**src/rtl/fp_pkg.sv**
```systemverilog
// Shared floating-point constants and types for the FP pipeline stages.
// Contents:
//   PIO2_FP  - pi/2 as an IEEE-754 single (magnitude bits)
//   PIO2_FIX - pi/2 in Q8.24 fixed point
//   QNAN     - canonical quiet NaN returned for invalid inputs
//   EXP_BIAS - IEEE-754 single exponent bias
//   state_t  - range-reduction controller states
package fp_pkg;

    localparam logic [31:0] PIO2_FP  = 32'h3FC90FDB;
    localparam logic [31:0] PIO2_FIX = 32'h01921FB5;
    localparam logic [31:0] QNAN     = 32'h7FC00000;
    localparam int          EXP_BIAS = 127;

    typedef enum logic [2:0] {
        IDLE = 3'd0,
        LOAD = 3'd1,
        DIV  = 3'd2,
        NORM = 3'd3,
        PACK = 3'd4
    } state_t;

endpackage

```
**src/rtl/fp_unpack.sv**
```systemverilog
// Combinational IEEE-754 single unpacker shared by the FP stages.
// Ports:
//   opx        in  32  IEEE-754 single operand
//   sign       out 1   sign bit
//   expo       out 8   biased exponent field
//   mant       out 23  fraction field (hidden bit not included)
//   is_nan_inf out 1   exponent all ones (NaN or infinity)
//   is_small   out 1   |opx| < pi/2 (covers zero and denormals)
//   is_big     out 1   |opx| >= 2^QBITS (also true for NaN/Inf)
module fp_unpack #(
    parameter int QBITS = 7
) (
    input  logic [31:0] opx,
    output logic        sign,
    output logic [7:0]  expo,
    output logic [22:0] mant,
    output logic        is_nan_inf,
    output logic        is_small,
    output logic        is_big
);
    import fp_pkg::*;

    assign sign       = opx[31];
    assign expo       = opx[30:23];
    assign mant       = opx[22:0];
    assign is_nan_inf = (opx[30:23] == 8'hFF);
    // Any exponent at or above bias+QBITS means the magnitude is at least 2^QBITS.
    assign is_big     = ({1'b0, opx[30:23]} >= 9'(EXP_BIAS + QBITS));
    // Positive IEEE magnitudes order the same as their bit patterns.
    assign is_small   = (opx[30:0] < PIO2_FP[30:0]);

endmodule

```
**src/rtl/fp_range_reduce.sv**
```systemverilog
// Argument reduction of an IEEE-754 single angle modulo pi/2, feeding sincos.
// |x| is converted to Q8.24, divided by pi/2 with a restoring divider (one
// quotient bit per cycle), and the remainder is renormalised to a float.
// Ports:
//   clk      in  1   system clock
//   n_rst    in  1   asynchronous active-low reset
//   start    in  1   one-cycle request, sampled only in IDLE
//   opx      in  32  IEEE-754 single angle (radians)
//   busy     out 1   high while the slow path is running
//   done     out 1   one-cycle pulse when results are valid
//   opx_out  out 32  reduced angle in [0, pi/2), IEEE-754 single
//   quadrant out 2   floor(|x| / (pi/2)) mod 4
//   neg      out 1   sign of the input
//   invalid  out 1   input was NaN, Inf or |x| >= 2^QBITS
module fp_range_reduce #(
    parameter int QBITS = 7,
    parameter int FRAC  = 24
) (
    input  logic        clk,
    input  logic        n_rst,
    input  logic        start,
    input  logic [31:0] opx,
    output logic        busy,
    output logic        done,
    output logic [31:0] opx_out,
    output logic [1:0]  quadrant,
    output logic        neg,
    output logic        invalid
);
    import fp_pkg::*;

    localparam int KW = (QBITS > 2) ? $clog2(QBITS) : 2;

    logic        u_sign_s;
    logic [7:0]  u_expo_s;
    logic [22:0] u_mant_s;
    logic        u_nan_inf_s;
    logic        u_small_s;
    logic        u_big_s;

    fp_unpack #(.QBITS(QBITS)) u_unpack (
        .opx        (opx),
        .sign       (u_sign_s),
        .expo       (u_expo_s),
        .mant       (u_mant_s),
        .is_nan_inf (u_nan_inf_s),
        .is_small   (u_small_s),
        .is_big     (u_big_s)
    );

    state_t          state_r;
    state_t          state_s;
    logic [31:0]     rem_r;
    logic [7:0]      exp_r;
    logic [KW-1:0]   k_r;
    // Only q mod 4 is needed downstream, so upper quotient bits are not kept.
    logic [1:0]      q_r;
    logic            neg_cap_r;

    logic            slow_s;
    logic            fast_bad_s;
    logic [31:0]     div_s;
    logic            take_s;
    logic [7:0]      shamt_s;

    assign fast_bad_s = u_nan_inf_s | u_big_s;
    assign slow_s     = start & ~fast_bad_s & ~u_small_s;
    assign div_s      = PIO2_FIX << k_r;
    assign take_s     = (rem_r >= div_s);
    // {1,mant} has 23 fraction bits; align to FRAC bits and scale by 2^(exp-bias).
    assign shamt_s    = exp_r - 8'(EXP_BIAS + 23 - FRAC);

    // Next-state logic of the reduction controller.
    always_comb begin
        state_s = state_r;
        case (state_r)
            IDLE: begin
                if (slow_s) state_s = LOAD;
                else        state_s = IDLE;
            end
            LOAD: state_s = DIV;
            DIV: begin
                if (k_r == {KW{1'b0}}) state_s = NORM;
                else                   state_s = DIV;
            end
            NORM: begin
                if ((rem_r == 32'd0) || rem_r[FRAC]) state_s = PACK;
                else                                 state_s = NORM;
            end
            PACK:    state_s = IDLE;
            default: state_s = IDLE;
        endcase
    end

    // Controller state register.
    always_ff @(posedge clk or negedge n_rst) begin
        if (!n_rst) state_r <= IDLE;
        else        state_r <= state_s;
    end

    // Datapath: operand capture, load shift, restoring divide and normalisation.
    always_ff @(posedge clk or negedge n_rst) begin
        if (!n_rst) begin
            rem_r     <= 32'd0;
            exp_r     <= 8'd0;
            k_r       <= {KW{1'b0}};
            q_r       <= 2'b00;
            neg_cap_r <= 1'b0;
        end else begin
            case (state_r)
                IDLE: begin
                    if (start) begin
                        neg_cap_r <= u_sign_s;
                        exp_r     <= u_expo_s;
                        rem_r     <= {9'd0, u_mant_s};
                    end
                end
                LOAD: begin
                    rem_r <= {8'd0, 1'b1, rem_r[22:0]} << shamt_s;
                    exp_r <= 8'(EXP_BIAS);
                    k_r   <= KW'(QBITS - 1);
                    q_r   <= 2'b00;
                end
                DIV: begin
                    if (take_s) begin
                        rem_r <= rem_r - div_s;
                        if (k_r < KW'(2)) q_r[k_r[0]] <= 1'b1;
                    end
                    k_r <= k_r - KW'(1);
                end
                NORM: begin
                    // A zero remainder packs as +0.0, so the exponent is forced to 0.
                    if (rem_r == 32'd0) begin
                        exp_r <= 8'd0;
                    end else if (!rem_r[FRAC]) begin
                        rem_r <= rem_r << 1;
                        exp_r <= exp_r - 8'd1;
                    end
                end
                default: ;
            endcase
        end
    end

    // Registered outputs: fast paths publish on the accept edge, slow path in PACK.
    always_ff @(posedge clk or negedge n_rst) begin
        if (!n_rst) begin
            busy     <= 1'b0;
            done     <= 1'b0;
            opx_out  <= 32'd0;
            quadrant <= 2'b00;
            neg      <= 1'b0;
            invalid  <= 1'b0;
        end else begin
            busy <= (state_s != IDLE);
            done <= 1'b0;
            case (state_r)
                IDLE: begin
                    if (start && fast_bad_s) begin
                        done     <= 1'b1;
                        opx_out  <= QNAN;
                        quadrant <= 2'b00;
                        neg      <= u_sign_s;
                        invalid  <= 1'b1;
                    end else if (start && u_small_s) begin
                        done     <= 1'b1;
                        opx_out  <= {1'b0, opx[30:0]};
                        quadrant <= 2'b00;
                        neg      <= u_sign_s;
                        invalid  <= 1'b0;
                    end
                end
                PACK: begin
                    done     <= 1'b1;
                    opx_out  <= {1'b0, exp_r, rem_r[FRAC-1 -: 23]};
                    quadrant <= q_r;
                    neg      <= neg_cap_r;
                    invalid  <= 1'b0;
                end
                default: ;
            endcase
        end
    end

endmodule
```
**config.mk**
```make
export PLATFORM = sky130hd
export DESIGN_NAME = fp_range_reduce
export DESIGN_NICKNAME = d
export VERILOG_FILES = /design/src/rtl/fp_pkg.sv /design/src/rtl/fp_unpack.sv /design/src/rtl/fp_range_reduce.sv
export SDC_FILE = /design/constraint.sdc
export NUM_CORES = 1
export LEC_CHECK = 0
export CORE_ASPECT_RATIO = 0.75
export CORE_MARGIN = 2
export CORE_UTILIZATION = 52
export DETAILED_ROUTE_END_ITERATION = 16
export PLACE_DENSITY_LB_ADDON = 0.15
export SYNTH_ARGS = -nofsm -noshare
export SYNTH_HDL_FRONTEND = slang
export SYNTH_SLANG_ARGS = --single-unit
```
**constraint.sdc**
```tcl
create_clock -name clk -period 4.86 [get_ports clk]
set_input_delay 1.458 -clock clk [delete_from_list [all_inputs] [get_ports clk]]
set_output_delay 1.458 -clock clk [all_outputs]
set_load 0.01 [all_outputs]
```
# --- After elaboration in Yosys (flattened, before gate mapping) ---
# Index checks and enable logic that the tools add are counted.
totals:
  reg_bits: 87
  latchBits: 0
  ramBits: 0
  mem_bits_ro: 0
  out_inout_bits: 38
  wordCells: 95
  n_memories: 0
classes:
  n_addsub: 4
  mul: 0
  n_div: 0
  n_lt_le_gt_ge: 6
  n_eq_ne: 12
  n_shift: 2
  mux: 34
  n_bitwise: 6
  n_reduce_logical: 18
op_table:
  columns: ["operator", "n"]
  rows:
  - ["2-to-1 mux 32 bit", 6]
  - ["one-hot mux 32 bit (4 select lines)", 1]
  - ["one-hot mux 32 bit (2 select lines)", 1]
  - [">= comparator 32 bit", 1]
  - ["logical NOT 32 bit", 1]
  - ["left shift 24 x 8 -> 32 bit", 1]
  - ["left shift 25 x 3 -> 32 bit, first input constant", 1]
  - ["subtractor 32 bit", 1]
  - ["less-than comparator 31 x 30 -> 1 bit, second input constant", 1]
  - ["2-to-1 mux 8 bit", 3]
  - ["one-hot mux 8 bit (3 select lines)", 1]
  - ["one-hot mux 3 bit (4 select lines)", 1]
  - ["inequality test 2 bit, second input constant", 5]
  - ["2-to-1 mux 1 bit", 9]
  - ["equality test 8 bit, second input constant", 1]
  - [">= comparator 8 bit, second input constant", 1]
  - ["2-to-1 mux 2 bit", 4]
  - ["one-hot mux 2 bit (2 select lines)", 2]
  - ["subtractor 8 x 1 -> 8 bit, second input constant", 1]
  - ["subtractor 8 x 7 -> 8 bit, second input constant", 1]
  - ["equality test 3 x 2 -> 1 bit, second input constant", 2]
  - ["logical NOT 3 bit", 2]
  - ["inequality test 3 bit, second input constant", 2]
  - ["one-hot mux 1 bit (2 select lines)", 3]
  - ["other kinds (22)", 30]

# --- Longest topological paths before layout ---
logic_depth:
  word_depth: 8
  ltp_mapped: 16

# --- Modules after synthesis ---
# From an unflattened synthesis, not the netlist that was laid out.
hier_totals:
  hier_cells: 1121
  hier_area_um2: 8882.3
modules_own_cells:
  columns: ["mod", "n_inst", "cells_each", "area_per_inst_um2", "seq_area_each_um2"]
  rows:
  - ["fp_range_reduce", 1, 1070, 8516.9, 2152.1]
  - ["fp_unpack", 1, 51, 365.4, 0.0]

# --- Worst setup path after synthesis ---
# No wires, ideal clock.
synth_path:
  path_kind: "register to register"
  start: "register k_r[0]"
  end: "register rem_r[11]"
  arrival_time_ps: 3271
  t_required_ps: 4733
  path_slack_ps: 1462
  stages_incl_launch_ff: 17
  n_path_buf: 2
  period_less_slack_ps: 3398
  path_cell_list: "dfrtp_1 -> inv_1 -> ha_1 -> nor2b_1 -> ha_1 -> inv_1 -> fa_1 -> a21oi_1 -> o22ai_1 -> o311ai_1 -> a21oi_1 -> o21ai_1 -> and3_1 -> buf_2 -> nor2_8 -> buf_6 -> mux2_1"
synth_via:
  elab_chain_len: 4
  elab_cells_between_ends: 7
  classes_between: "add/sub: 1; order compare: 1; eq/ne: 1; shift: 1; mux: 2; reduce/logical: 1"
synth_rtl:
  columns: ["element", "line", "source"]
  rows:
  - ["start: declaration", "fp_range_reduce.sv:55", "logic [KW-1:0] k_r;"]
  - ["start signal: assignment", "fp_range_reduce.sv:106", "k_r <= {KW{1'b0}};"]
  - ["start signal: assignment", "fp_range_reduce.sv:121", "k_r <= KW'(QBITS - 1);"]
  - ["start signal: assignment", "fp_range_reduce.sv:129", "k_r <= k_r - KW'(1);"]
  - ["left shift 25 x 3 -> 32 bit *", "fp_range_reduce.sv:68", "assign div_s = PIO2_FIX << k_r;"]
  - ["subtractor 32 bit / >= comparator 32 bit (equally long branches)", "fp_range_reduce.sv:126, fp_range_reduce.sv:69", null]
  - ["2-to-1 mux 32 bit / inequality test 2 bit (equally long branches)", null, null]
  - ["one-hot mux 32 bit (4 select lines) / AND reduction 5 bit (equally long branches)", null, null]
  - ["end signal: assignment", "fp_range_reduce.sv:115", "rem_r <= {9'd0, u_mant_s};"]
  - ["end signal: assignment", "fp_range_reduce.sv:119", "rem_r <= {8'd0, 1'b1, rem_r[22:0]} << shamt_s;"]
  - ["end signal: assignment", "fp_range_reduce.sv:126", "rem_r <= rem_r - div_s;"]
  - ["end: declaration", "fp_range_reduce.sv:53", "logic [31:0] rem_r;"]
# Every way passes the cells marked *; elsewhere a longest branch is shown, timed or not. The select of a mux whose other input is x is not followed.
# A chain may end at the register's enable or synchronous reset.

# --- Worst setup path in the final report ---
layout_path:
  start: "register k_r[1]"
  end: "register rem_r[14]"
# The elaborated chain is that of the path after synthesis.

==> reports/metrics.json <==
{
  "outcome": {"value": "finished clean"},
  "worst_setup_path_endpoint": {"value": "rem_r[14]"},
  "wl_per_cell": {"value": 25.35, "unit": "um"},
  "die_height": {"value": 115.7, "unit": "um"},
  "cp_startpoint_kind": {"value": "flip-flop"},
  "worst-endpoint-required": {"value": 5.10, "unit": "ns"},
  "tritoncts": {"value": "yes"},
  "cp_max_fo": {"value": 26},
  "netlist_area": {"value": 8643, "unit": "sq um"},
  "max_stage_delay": {"value": 0.50, "unit": "ns"},
  "rsz0062_at_grt": {"value": "false"},
  "worstSetupPathDepth": {"value": 14},
  "synthCells": {"value": 1048},
  "yosysUniqueCellTypes": {"value": 83},
  "hold_buffers": {"value": 0},
  "synth_flop_cell": {"value": "dfrtp_1"},
  "finalCriticalPeriod": {"value": 4.211, "unit": "ns"},
  "worstRegToRegCells": {"value": 14},
  "drc": {"value": 0},
  "globalRoute.totalOverflow": {"value": 0},
  "max_freq": {"value": 0.2375, "unit": "GHz"},
  "avgSynthCellArea": {"value": 8.247, "unit": "sq um"},
  "globalRouteMet2Util": {"value": 49.72, "unit": "%"},
  "criticalPathCategory": {"value": "flip-flop to flip-flop"},
  "ys_seq_area_share": {"value": 24.90, "unit": "%"},
  "core.rowCount": {"value": 40},
  "edff_count_synth": {"value": 0},
  "post_cts_buffers": {"value": 0},
  "cts_inserted_buffers": {"value": 9},
  "fp.coreArea": {"value": 16120, "unit": "sq um"},
  "critPathSlowestCell": {"value": "dfrtp_1"},
  "cts-root-buf": {"value": "clkbuf_16"},
  "clock_sink_count": {"value": 86},
  "drtPass1Iterations": {"value": 7},
  "worst-endpoint-arrival": {"value": 4.45, "unit": "ns"},
  "nNetsFinal": {"value": 1150},
  "grt_most_used_layer": {"value": "met1"},
  "crit_buf_inv": {"value": 2},
  "tightest_slew": {"value": 1.115, "unit": "ns"},
  "io_pins": {"value": 73},
  "grtUsageMet3": {"value": 13.46, "unit": "%"},
  "r2r-start": {"value": "k_r[1]"},
  "synthesis.yosys.warnings": {"value": 0},
  "setup-tns-final": {"value": 0, "unit": "ns"},
  "cap_violations": {"value": 0},
  "number_of_antenna_violations_at_the_first_check_in_global_routing": {"value": 0},
  "design.die.area": {"value": 17680, "unit": "sq um"},
  "grtUsageTotal": {"value": 36.45, "unit": "%"},
  "gp_congestion": {"value": 1.031},
  "cts_buffer_depth": {"value": 2},
  "antenna-diode-count": {"value": 0},
  "async_reset_ff_share": {"value": 100.0, "unit": "%"},
  "crit_path_start": {"value": "k_r[1]"},
  "synth.net_count": {"value": 1127},
  "dp_hpwl": {"value": 24.13, "unit": "mm"},
  "post_route_cells_drive_above_1_share": {"value": 9.015, "unit": "%"},
  "h-tree-depth": {"value": 3},
  "crit_path_end_kind": {"value": "flip-flop"},
  "reg2reg_slack": {"value": 0.65, "unit": "ns"},
  "ys_ff_latch": {"value": 86},
  "grt_first_pass_wirelength": {"value": 49.43, "unit": "mm"},
  "grt_util_met1": {"value": 53.46, "unit": "%"},
  "report.final.setup_viol": {"value": 0},
  "timing.critical_path.max_delay_family": {"value": "compound AO/OA/AOI/OAI gates"},
  "final.period_utilization": {"value": 86.65, "unit": "%"},
  "hold_path_class": {"value": "flip-flop to flip-flop"},
  "skew": {"value": 0.01137, "unit": "ns"},
  "floorplan.initialDensity": {"value": 53.63, "unit": "%"},
  "postRouteWirelength": {"value": 32.60, "unit": "mm"},
  "crit-reg2reg-capture": {"value": "rem_r[14]"},
  "final_antenna_net_count": {"value": 0},
  "dr.first_iter.drc_count": {"value": 1228},
  "route.detailed.vias_per_inst": {"value": 7.088},
  "timing_hold_violations_final": {"value": 0},
  "placement.io_buffers": {"value": 71},
  "grt_pass1_vias": {"value": 8224},
  "maximum_number_of_pins_on_one_net_before_global_route_repair": {"value": 61},
  "clk_transition_reported_paths": {"value": 0.08, "unit": "ns"},
  "post_cts_resized": {"value": 0},
  "area_delta_synth_final": {"value": 12.12, "unit": "%"},
  "floorplan.die.width": {"value": 152.9, "unit": "um"},
  "worstPathCellList": {"value": "inv_1 -> ha_1 -> nor2b_1 -> ha_1 -> inv_1 -> fa_1 -> a21oi_1 -> o22ai_1 -> o311ai_1 -> a21oi_1 -> o21ai_1 -> and3_1 -> nor2_8 -> mux2_1"},
  "max_slew_margin": {"value": 25.66, "unit": "%"},
  "total_via_count_after_detailed_routing": {"value": 9115},
  "slew_violations": {"value": 0},
  "worstSkewPairLatency": {"value": 0.36, "unit": "ns"}
}
worst register-to-register path: stages (launching register included):
cell      delay (ns)
dfrtp_1         0.50
inv_1           0.20
ha_1            0.28
nor2b_1         0.31
ha_1            0.24
inv_1           0.06
fa_1            0.40
a21oi_1         0.20
o22ai_1         0.18
o311ai_1        0.46
a21oi_1         0.14
o21ai_1         0.21
and3_1          0.38
nor2_8          0.18
mux2_1          0.37
layout make-up:
| type | instances | area, sq um |
|---|---|---|
| fill | 1486 | 6425 |
| multi-input combinational | 857 | 6020 |
| sequential | 86 | 2152 |
| timing repair buffer | 91 | 858.3 |
| tap | 210 | 262.8 |
| clock buffer | 9 | 225.2 |
| inverter | 26 | 98.84 |
| clock inverter | 7 | 73.82 |
cell families after synthesis:
kind of cell             count (synthesis)  share of synthesized area (%)
adder cells (fa/ha/maj)                 44                          6.456
AND/OR/NAND/NOR                        361                          21.19
other                                    1                        0.04339
multiplexers                            77                          11.77
AO/OA/AOI/OAI                          349                          27.42
XOR/XNOR                                25                          2.620
flip-flops                              86                          24.90
buffers and inverters                  105                          5.602
Yosys cell counts (15+ instances only):
master    count  area, sq um
nand2_1     110        412.9
dfrtp_1      86         2152
a21oi_1      78        390.4
nor2_1       70        262.8
o21ai_0      62        310.3
clkbuf_1     46        172.7
ha_1         43        538.0
nor3_1       37        185.2
mux2i_1      36        360.4
and3_1       26        162.7
a221o_1      24        240.2
inv_1        23        86.33
o211ai_1     23        172.7
a31oi_1      21        131.4
nand3_1      21        105.1
a21o_1       20        150.1
buf_2        20        100.1
nor2b_1      20        125.1
mux2_2       16        180.2
o31ai_1      15        112.6
stage by stage:
step,hold slack [ns],instances,instance area (sq um),setup slack [ns],utilization [%]
4_1_cts,0.5173,1286,9691,0.7570,60.13
5_1_grt,0.5480,1286,9691,0.4657,60.13
6_report,0.5166,1286,9691,0.6489,60.13
3_3_place_gp,0.4916,1270,9392,0.8338,58.28
2_1_floorplan,0.4497,1048,8643,1.462,-
3_5_place_dp,0.4970,1270,9392,0.7925,58.28
sequential cells by signal, summed over array words and instances (netlist names):
| signal | flops |
|---|---|
| k_r | 3 |
| state_r | 3 |
| neg | 1 |
| done | 1 |
| exp_r | 8 |
| opx_out | 31 |
| quadrant | 2 |
| invalid | 1 |
| neg_cap_r | 1 |
| q_r | 2 |
| rem_r | 32 |
| busy | 1 |
layout by cell type (no fill, tap or decap), types with 13 or more instances in the layout:
master | Yosys | layout
a21oi_1 | 78 | 78
nand2_1 | 110 | 110
inv_1 | 23 | 23
nand4_1 | 14 | 14
buf_4 | 5 | 21
clkdlybuf4s50_1 | 0 | 70
o31ai_1 | 15 | 15
xnor2_1 | 14 | 13
mux4_2 | 14 | 14
a221o_1 | 24 | 24
nor2_1 | 70 | 69
a31oi_1 | 21 | 21
ha_1 | 43 | 42
dfrtp_1 | 86 | 86
nand3_1 | 21 | 21
o211ai_1 | 23 | 23
a21o_1 | 20 | 20
nor3_1 | 37 | 37
o21ai_0 | 62 | 62
nand2b_1 | 14 | 14
mux2i_1 | 36 | 36
nor2b_1 | 20 | 20
mux2_2 | 16 | 16
and3_1 | 26 | 26
per-layer routing:
metal / routed length [um] / part of all wire [%] / vias to the layer above
met5: 0 / 0 / -
met4: 1050 / 3.2 / 0
met3: 4545 / 14 / 108
met2: 12750 / 39 / 668
met1: 14250 / 44 / 4319
li1: - / - / 4020
worst min path at each step:
| stage | to | depth (start not counted) | slack [ns] | startpoint |
|---|---|---|---|---|
| 3_5_place_dp | opx_out[10] | 1 | 0.50 | opx_out[10] |
| 2_1_floorplan | q_r[0] | 2 | 0.45 | q_r[0] |
| 5_1_grt | opx_out[21] | 1 | 0.55 | opx_out[21] |
| 3_3_place_gp | neg_cap_r | 1 | 0.49 | neg_cap_r |
| 6_report | neg_cap_r | 1 | 0.52 | neg_cap_r |
| 4_1_cts | neg_cap_r | 1 | 0.52 | neg_cap_r |
Power is left out: the tool's default activity adds up to more than one toggle a clock period on the data nets, which glitch-free logic cannot reach.
